$ cat config.mk
export PLATFORM = sky130hd
export DESIGN_NAME = odo_sbox_prog
export DESIGN_NICKNAME = d
export VERILOG_FILES = /design/src/rtl/odo_sbox_prog.sv
export SDC_FILE = /design/constraint.sdc
export NUM_CORES = 2
export LEC_CHECK = 0
export ABC_AREA = 0
export BUFFER_PORTS_ARGS = -buffer_cell sky130_fd_sc_hd__buf_2
export CAP_MARGIN = 10
export CORE_MARGIN = 2
export CORE_UTILIZATION = 50
export CTS_CLUSTER_SIZE = 20
export DETAILED_ROUTE_END_ITERATION = 10
export GPL_TIMING_DRIVEN = 0
export PLACE_DENSITY = 0.71
export REMOVE_ABC_BUFFERS = 1
export SKIP_CTS_REPAIR_TIMING = 1
export SLEW_MARGIN = 20
export SYNTH_ARGS = -nofsm -noshare
export SYNTH_HDL_FRONTEND = slang
export SYNTH_SLANG_ARGS = --single-unit
$ cat constraint.sdc
create_clock -name clk -period 3.3 [get_ports clk]
set_input_delay 0.495 -clock clk [delete_from_list [all_inputs] [get_ports clk]]
set_output_delay 0.495 -clock clk [all_outputs]
set_load 0.02 [all_outputs]
$ cat src/rtl/odo_sbox_prog.sv
// rtl/odo_sbox_prog.sv - programmable double-buffered S-box with permutation-checked shadow load
//
// Purpose: LANES parallel WIDTH-bit substitutions per cycle from the active
// bank, while a shadow bank is reloaded and checked to be a permutation
// before it may be promoted.
//
// Ports:
//   clk, rst_n               clock, asynchronous active-low reset
//   i_in_valid, i_in_data    lookup request, lane i = i_in_data[i*WIDTH +: WIDTH]
//   o_out_valid, o_out_data  lookup result, one cycle later, lane-aligned
//   i_ld_start               begin a new shadow load (clears load tracking)
//   i_ld_valid/addr/data     shadow write strobe, entry index, entry value
//   i_swap                   promote the shadow bank (only honoured in READY)
//   o_bank_sel               index of the active bank
//   o_ld_busy/ready/fail     load FSM is in LOAD / READY / FAIL
//   o_ld_err                 one-cycle pulse on a rejected write or swap
module odo_sbox_prog #(
  parameter int WIDTH = 6,
  parameter int LANES = 4
) (
  input  logic                   clk,
  input  logic                   rst_n,
  input  logic                   i_in_valid,
  input  logic [LANES*WIDTH-1:0] i_in_data,
  output logic                   o_out_valid,
  output logic [LANES*WIDTH-1:0] o_out_data,
  input  logic                   i_ld_start,
  input  logic                   i_ld_valid,
  input  logic [WIDTH-1:0]       i_ld_addr,
  input  logic [WIDTH-1:0]       i_ld_data,
  input  logic                   i_swap,
  output logic                   o_bank_sel,
  output logic                   o_ld_busy,
  output logic                   o_ld_ready,
  output logic                   o_ld_fail,
  output logic                   o_ld_err
);

  localparam int DEPTH = 1 << WIDTH;

  typedef enum logic [1:0] {
    S_IDLE  = 2'd0,
    S_LOAD  = 2'd1,
    S_READY = 2'd2,
    S_FAIL  = 2'd3
  } state_t;

  state_t                   r_state;
  state_t                   w_state_next;
  logic [WIDTH-1:0]         r_bank0 [DEPTH];
  logic [WIDTH-1:0]         r_bank1 [DEPTH];
  logic [DEPTH-1:0]         r_written;
  logic [DEPTH-1:0]         r_seen;
  logic [WIDTH:0]           r_count;
  logic                     r_dup;
  logic                     r_bank_sel;
  logic                     r_out_valid;
  logic [LANES*WIDTH-1:0]   r_out_data;
  logic                     r_busy;
  logic                     r_ready;
  logic                     r_fail;
  logic                     r_err;

  logic                     w_in_load;
  logic                     w_wr_acc;
  logic                     w_wr_rej;
  logic                     w_swap_acc;
  logic                     w_swap_rej;
  logic                     w_dup_next;
  logic                     w_last;
  logic [LANES*WIDTH-1:0]   w_lookup;

  // ld_start overrides everything in its cycle: a coincident write or swap is
  // dropped silently rather than flagged.
  assign w_in_load  = (r_state == S_LOAD);
  assign w_wr_acc   = i_ld_valid & ~i_ld_start & w_in_load & ~r_written[i_ld_addr];
  assign w_wr_rej   = i_ld_valid & ~i_ld_start & ~(w_in_load & ~r_written[i_ld_addr]);
  assign w_swap_acc = i_swap & ~i_ld_start & (r_state == S_READY);
  assign w_swap_rej = i_swap & ~i_ld_start & (r_state != S_READY);
  // The duplicate check includes the value being written this cycle so the
  // final write's verdict is ready in time for the transition.
  assign w_dup_next = r_dup | r_seen[i_ld_data];
  assign w_last     = w_wr_acc & (r_count == (WIDTH+1)'(DEPTH - 1));

  always_comb begin
    w_state_next = r_state;
    if (i_ld_start) begin
      w_state_next = S_LOAD;
    end else begin
      case (r_state)
        S_LOAD:  if (w_last) w_state_next = w_dup_next ? S_FAIL : S_READY;
        S_READY: if (w_swap_acc) w_state_next = S_IDLE;
        default: w_state_next = r_state;
      endcase
    end
  end

  // Lookups only ever address the active bank.
  always_comb begin
    w_lookup = '0;
    for (int i = 0; i < LANES; i++) begin
      w_lookup[i*WIDTH +: WIDTH] = r_bank_sel ? r_bank1[i_in_data[i*WIDTH +: WIDTH]]
                                              : r_bank0[i_in_data[i*WIDTH +: WIDTH]];
    end
  end

  always_ff @(posedge clk or negedge rst_n) begin
    if (!rst_n) begin
      for (int k = 0; k < DEPTH; k++) begin
        r_bank0[k] <= WIDTH'(k);
        r_bank1[k] <= WIDTH'(k);
      end
    end else if (w_wr_acc) begin
      // Shadow bank is the one not selected.
      if (r_bank_sel) r_bank0[i_ld_addr] <= i_ld_data;
      else            r_bank1[i_ld_addr] <= i_ld_data;
    end
  end

  always_ff @(posedge clk or negedge rst_n) begin
    if (!rst_n) begin
      r_out_valid <= 1'b0;
      r_out_data  <= '0;
    end else begin
      r_out_valid <= i_in_valid;
      r_out_data  <= w_lookup;
    end
  end

  always_ff @(posedge clk or negedge rst_n) begin
    if (!rst_n) begin
      r_state    <= S_IDLE;
      r_written  <= '0;
      r_seen     <= '0;
      r_count    <= '0;
      r_dup      <= 1'b0;
      r_bank_sel <= 1'b0;
      r_busy     <= 1'b0;
      r_ready    <= 1'b0;
      r_fail     <= 1'b0;
      r_err      <= 1'b0;
    end else begin
      r_state <= w_state_next;
      r_busy  <= (w_state_next == S_LOAD);
      r_ready <= (w_state_next == S_READY);
      r_fail  <= (w_state_next == S_FAIL);
      r_err   <= w_wr_rej | w_swap_rej;
      if (i_ld_start) begin
        r_written <= '0;
        r_seen    <= '0;
        r_count   <= '0;
        r_dup     <= 1'b0;
      end else begin
        if (w_wr_acc) begin
          r_written[i_ld_addr] <= 1'b1;
          r_seen[i_ld_data]    <= 1'b1;
          r_count              <= r_count + (WIDTH+1)'(1);
          r_dup                <= w_dup_next;
        end
        if (w_swap_acc) r_bank_sel <= ~r_bank_sel;
      end
    end
  end

  assign o_out_valid = r_out_valid;
  assign o_out_data  = r_out_data;
  assign o_bank_sel  = r_bank_sel;
  assign o_ld_busy   = r_busy;
  assign o_ld_ready  = r_ready;
  assign o_ld_fail   = r_fail;
  assign o_ld_err    = r_err;

endmodule
======== Yosys cells after proc, flatten, opt, wreduce, memory -nomap -nowiden ========
Cells that the tools add are included.
operators by class
  equal/unequal tests ..................... 7
  $lt $le $gt $ge ......................... 10
  $add $sub $neg .......................... 1
  mux-type cells .......................... 53
  reductions and logical operators ........ 7
  bitwise operators ....................... 22
operators by type and width
  kind                 number
  $bwmux 384           2
  $bmux 6 s6           8
  $mux 64              4
  $or 64x64->64        2
  $mux 6               21
  $demux 6 s6          1
  $ge 7x7->1 const B   5
  $not 6->7            5
  $lt 6x7->1 const B   2
  $mux 7               2
  $bmux 1 s6           2
  $demux 1 s6          2
  $ge 6x1->1 const B   2
  $and 1x1->1          9
  $add 7x1->7 const B  1
  $eq 7x6->1 const B   1
  $lt 7x1->1 const B   1
  $mux 1               7
  $eq 2x2->1 const B   3
  $mux 2               3
  $reduce_and 2->1     3
  $eq 2x1->1 const B   2
  $not 1->1            4
  $pmux 2 s2           1
  other kinds (4)      7
storage, ports and cells
  bits of input ports ..................... 42
  logic and storage cells ................. 240
  flip-flop bits (word level) ............. 936
  output and inout port bits .............. 30

======== Longest topological paths before layout ========
  depth after elaboration ................. 9
  depth in mapped cells ................... 13

======== Least setup slack after synthesis ========
Ideal clock, no wire load.
  path type ............................... input-to-reg
  from .................................... input i_ld_addr[2]
  to ...................................... register r_bank0[51] (netlist name)
  path slack .............................. 0.158 ns
  stages .................................. 9
  path buffers ............................ 2
  data required time ...................... 3.175 ns
  setup time .............................. 0.125 ns
  arrival time ............................ 3.017 ns
  cell sequence ........................... buf_2 > mux2_1 > a221o_1 > a21o_1 > a22oi_2 > nand4_4 > buf_4 > nor3_4 > mux2_2
between the ends
  word-level cells in the longest chain between the ends .. 6
RTL lines
  item                                                            RTL line  text
  start: declaration                                              29        input logic [WIDTH-1:0] i_ld_addr,
  $not 6->7 (implied by the code)                                 115       if (r_bank_sel) r_bank0[i_ld_addr] <= i_ld_data;
  $ge 7x7->1 (implied by the code) or $lt 7x1->1 (tied branches)  115
  $logic_and 1x1->1 (implied by the code)                         115
  $mux 6 (implied by the code)                                    115
  $demux 6 s6                                                     115
  $bwmux 384                                                      115
  end signal: indexed assignment                                  110       r_bank0[k] <= WIDTH'(k);
  end signal: indexed assignment                                  115
  end: declaration                                                50        logic [WIDTH-1:0] r_bank0 [DEPTH];
Several ways; a longest one is shown, not always the timed one. The select of a mux whose other input is x is not followed.
A chain may end at the register's enable or synchronous reset.

======== Worst setup path after layout ========
  from .................................... input i_in_data[12]
  to ...................................... register r_out_data[13], in the netlist o_out_data[13]
between the ends
  word-level cells in the longest chain between the ends .. 5
RTL lines
  item                                            RTL line  text
  start: declaration                              24        input logic [LANES*WIDTH-1:0] i_in_data,
  $not 6->7 (implied by the code) (*)             102, 103
  $bmux 6 s6, on equally long branches            103, 102
  $mux 6, on equally long branches (2 in series)  103, 102
  $mux 6 (*)                                      102       w_lookup[i*WIDTH +: WIDTH] = r_bank_sel ? r_bank1[i_in_data[i*WIDTH +: WIDTH]]
  net w_lookup[13]                                71        logic [LANES*WIDTH-1:0] w_lookup;
  end signal: assignment                          126       r_out_data <= w_lookup;
  end: declaration                                58        logic [LANES*WIDTH-1:0] r_out_data;
Mark *: on every way through the listed nets, which the timed path passes. The rest lies on a longest branch. The select of a mux whose other input is x is not followed.

==> summary.txt <==
Outcome
  – Status: finished clean

Worst setup path
  – Slowest stage delay, CP: 0.62 ns
  – Worst EP arrival: 3.82 ns
  – CP delay by family, top: multiplexers
  – Crit-path slowest cell: mux4_2
  – Critical path type: input pin to flop
  – CP required: 3.86 ns
  – Crit path top cell by count: buf_16
  – Startpoint types: input pin
  – Buf+Inv Stages, Crit Path: 5
  – CP max FO: 22
  – CP endpoint kind: flop
  – Critical path cell sequence: buf_16 > buf_16 > buf_16 > buf_16 > buf_16 > mux4_2 > mux4_2 > mux4_2 > nor2_2 > a221oi_1

STA
  – Fin. Hold Viols: 0
  – Slew at the pin with the worst max-slew slack: 1.16 ns
  – Setup clock skew after layout: 0.0355 ns
  – Setup WS post-layout: 0.0384 ns
  – Worst hold slack: 0.0647 ns
  – Period utilization: 98.8%
  – Max-Slew Margin vs Limit: approximately 22%
  – Final Max Tran Viols: 0
  – Unrepaired setup endpoints after global routing: true
  – Final setup fails: 0
  – Setup TNS: 0 ns
  – Max Clk Rate: just over 300 MHz
  – Minimum period implied by the final worst setup slack: 3.26 ns

Logic synthesis
  – Post-Syn Area per Cell: about 16 um2
  – Register area share after synthesis: 38.3%
  – Flops & latches, synth: roughly 940
  – Asr flop ratio synth: 100%
  – Ys Warns: 0
  – Mapped Cells: just under 4000
  – Yosys cell types: 66
  – Main synth FF type: dfrtp_1
  – EDFF count, synth: 0
  – Syn Std Cell Area: roughly 62000 um2

Clock tree
  – Clock Pin Slew Worst Setup and Hold Paths: 0.07 ns
  – Max Root-Sink Buffers: 3
  – H-tree depth: 3
  – CTS Sinks: 936
  – TritonCTS clock tree: yes
  – Clock root buffer: clkbuf_16
  – Total CTS buffers: 104
  – Worst-skew pair later-pin latency: 0.71 ns

Floorplanning
  – Die Y: 357 um
  – Die ar.: 128000 um2
  – Initial Utilization: 50.5%
  – # IOs: 72
  – Die width: 357 um
  – Rows: 129
  – Core footprint: between 100000 and 150000 um2

Finish
  – Area grow syn2layout: 11.7%
  – Share of layout cells above drive strength 1: 65.9%
  – Final Net Count: approximately 3800
  – Area of the multi-input gates: ~37000 um2
  – Finished Cell Area: 69800 um2
  – # fillers: about 9400
  – Post-layout util: 56.4%
  – Sequential cell area: 23900 um2
  – Non-filler cells, final: 5492

Power
  – Switch share: 27.0%
  – Comb pwr share: 14.0%
  – Clock share of power: between 40 and 50%
  – Sw power: 7.71 mW
  – Max rail drop VDD: ~0.00038 V
  – Pwr Total: 28.5 mW
  – P_int: 20.8 mW
  – Reg power frac: a little over two fifths
  – Pwr per Cell Area: 409 nW/um2
  – Leak pwr: 28.4 nW

Placed design
  – Port buffer count: 71
  – Place WS: -2.25 ns
  – Post-DP HPWL: about 120000 um
  – Post-DP Area: about 65000 um2
  – Placer Congestion: 0.857
  – DP Cell Count: 5218

Drt
  – Drt first pass iters: 5
  – Number of DRC markers in iteration 0: 5372
  – Via Count: 41085
  – Post-route ant nets: 0
  – DR DRC count: 0
  – Via density: 7.48
  – Routed wire length: 194000 um
  – WL per Instance: ~35 um

Global route
  – Initial antenna violation count: 6
  – First-pass GRT wire length: 281000 um
  – Vias in the first global route: a little over 40000
  – Overflow after GRT: 0
  – Largest net degree at the start of global routing: 140
  – GR Util All Layers: 30.1%

Flow run
  – Max-Cap Viols: 0

Min path
  – Hold Crit Class: input pin to flop
[synth_stat cells, types with 3 or more instances]
library cell / count / area, um2
mux2_1: 145 / 1630
and2_1: 5 / 31.3
xor2_1: 3 / 26.3
o21ai_0: 7 / 35.0
mux4_2: 993 / 22400
nor3_1: 6 / 30.0
nor3_2: 8 / 80.1
nor3b_1: 5 / 37.5
o22ai_1: 3 / 18.8
o211ai_1: 3 / 22.5
a221o_1: 3 / 30.0
a211o_1: 3 / 26.3
buf_4: 14 / 105
nand4_1: 5 / 31.3
a41oi_1: 9 / 78.8
nand3_1: 10 / 50.1
and3b_1: 3 / 26.3
buf_2: 46 / 230
dfstp_2: 384 / 10100
ha_1: 3 / 37.5
inv_1: 15 / 56.3
and3_1: 8 / 50.1
nor2b_1: 9 / 56.3
nand2b_1: 16 / 100
a211oi_1: 4 / 30.0
buf_1: 85 / 319
mux2_2: 627 / 7060
clkbuf_2: 6 / 30.0
o31ai_1: 3 / 22.5
dfrtp_1: 552 / 13800
clkbuf_1: 263 / 987
nor2_1: 180 / 676
or3_1: 3 / 18.8
nand2_1: 27 / 101
a21oi_1: 20 / 100
a221oi_1: 27 / 236
a31oi_1: 115 / 719
mux2i_1: 80 / 801
nand3b_1: 4 / 30.0
nor3_4: 120 / 1950
[logic make-up after synthesis]
kind of cell,count (synthesis),synth area share (%)
muxes,1845,51.0
DFF,936,38.3
buffers and inverters,430,2.77
and+or+nand+nor,423,5.48
AOI/OAI and AO/OA,217,2.39
xor gates and xnor gates,4,0.0561
adders and majority gates,3,0.0601
[power groups by stage]
stage          clock [mW]  sequential [mW]  combinational, mW
2_1_floorplan           0             12.5               1.93
5_1_grt              12.7             12.5               4.18
3_5_place_dp            0             12.6               3.88
3_3_place_gp            0             12.6               3.79
6_report             12.1             12.5               4.01
4_1_cts              12.2             12.4               3.89
[worst paths after layout]
kind	start	end	slack (ns)	cells after the start
max reg2reg	r_written[5]$_DFFE_PN0P_	r_bank1[162]$_DFFE_PN0P_	0.06	10
min reg2reg	r_written[1]$_DFFE_PN0P_	r_written[1]$_DFFE_PN0P_	0.49	2
min	i_ld_valid	o_ld_err$_DFF_PN0_	0.06	3
max	i_in_data[12]	o_out_data[13]$_DFF_PN0_	0.04	10
min in group asynchronous	rst_n	r_seen[5]$_DFFE_PN0P_	0.32	2
max in group asynchronous	rst_n	r_bank1[114]$_DFFE_PN0P_	0.85	5
[worst min-delay path, delay by kind of cell]
family                 cells  cell delay, ns
buffers and inverters      1            0.10
and+or+nand+nor            1            0.08
AOI/OAI and AO/OA          1            0.06
[layout by cell type (no fill, tap or decap), types with 10 or more instances in the layout]
| cell type | n |
|---|---|
| a21oi_1 | 20 |
| a221oi_1 | 27 |
| a31oi_1 | 115 |
| buf_12 | 37 |
| buf_16 | 51 |
| buf_2 | 44 |
| buf_4 | 41 |
| buf_6 | 14 |
| clkbuf_1 | 28 |
| clkbuf_16 | 118 |
| clkbuf_8 | 17 |
| clkinv_2 | 22 |
| dfrtp_1 | 551 |
| dfstp_2 | 384 |
| inv_1 | 15 |
| mux2_1 | 145 |
| mux2_2 | 627 |
| mux2i_1 | 80 |
| mux4_2 | 993 |
| nand2_1 | 26 |
| nand2b_1 | 14 |
| nand3_1 | 10 |
| nor2_1 | 172 |
| nor3_4 | 128 |
[area by class of cell]
cell class | instances | share of cell area, %
antenna | 2 | 0.00717
clock buffer | 150 | 4.25
clock inverter | 48 | 0.787
inverter | 16 | 0.0860
multi-input combinational | 2494 | 53.0
sequential | 936 | 34.2
tap | 1637 | 2.93
timing repair buffer | 209 | 4.68
[per-layer routing]
metal  up-vias  track usage, %  share of wire [%]
li1      15828               -                  -
met1     22041            41.1                 37
met2      2649            45.3                 46
met3       557            8.17                 11
met4        10            13.7                5.4
met5         -               0              0.036
[flip-flops by register name, indices dropped and copies added, names as in the netlist]
signal       count
o_bank_sel       1
o_ld_busy        1
o_ld_err         1
o_ld_fail        1
o_ld_ready       1
o_out_data      24
o_out_valid      1
r_bank0        384
r_bank1        384
r_count          7
r_dup            1
r_seen          64
r_state          2
r_written       64
No activity file was read; power rests on OpenSTA's default activity.
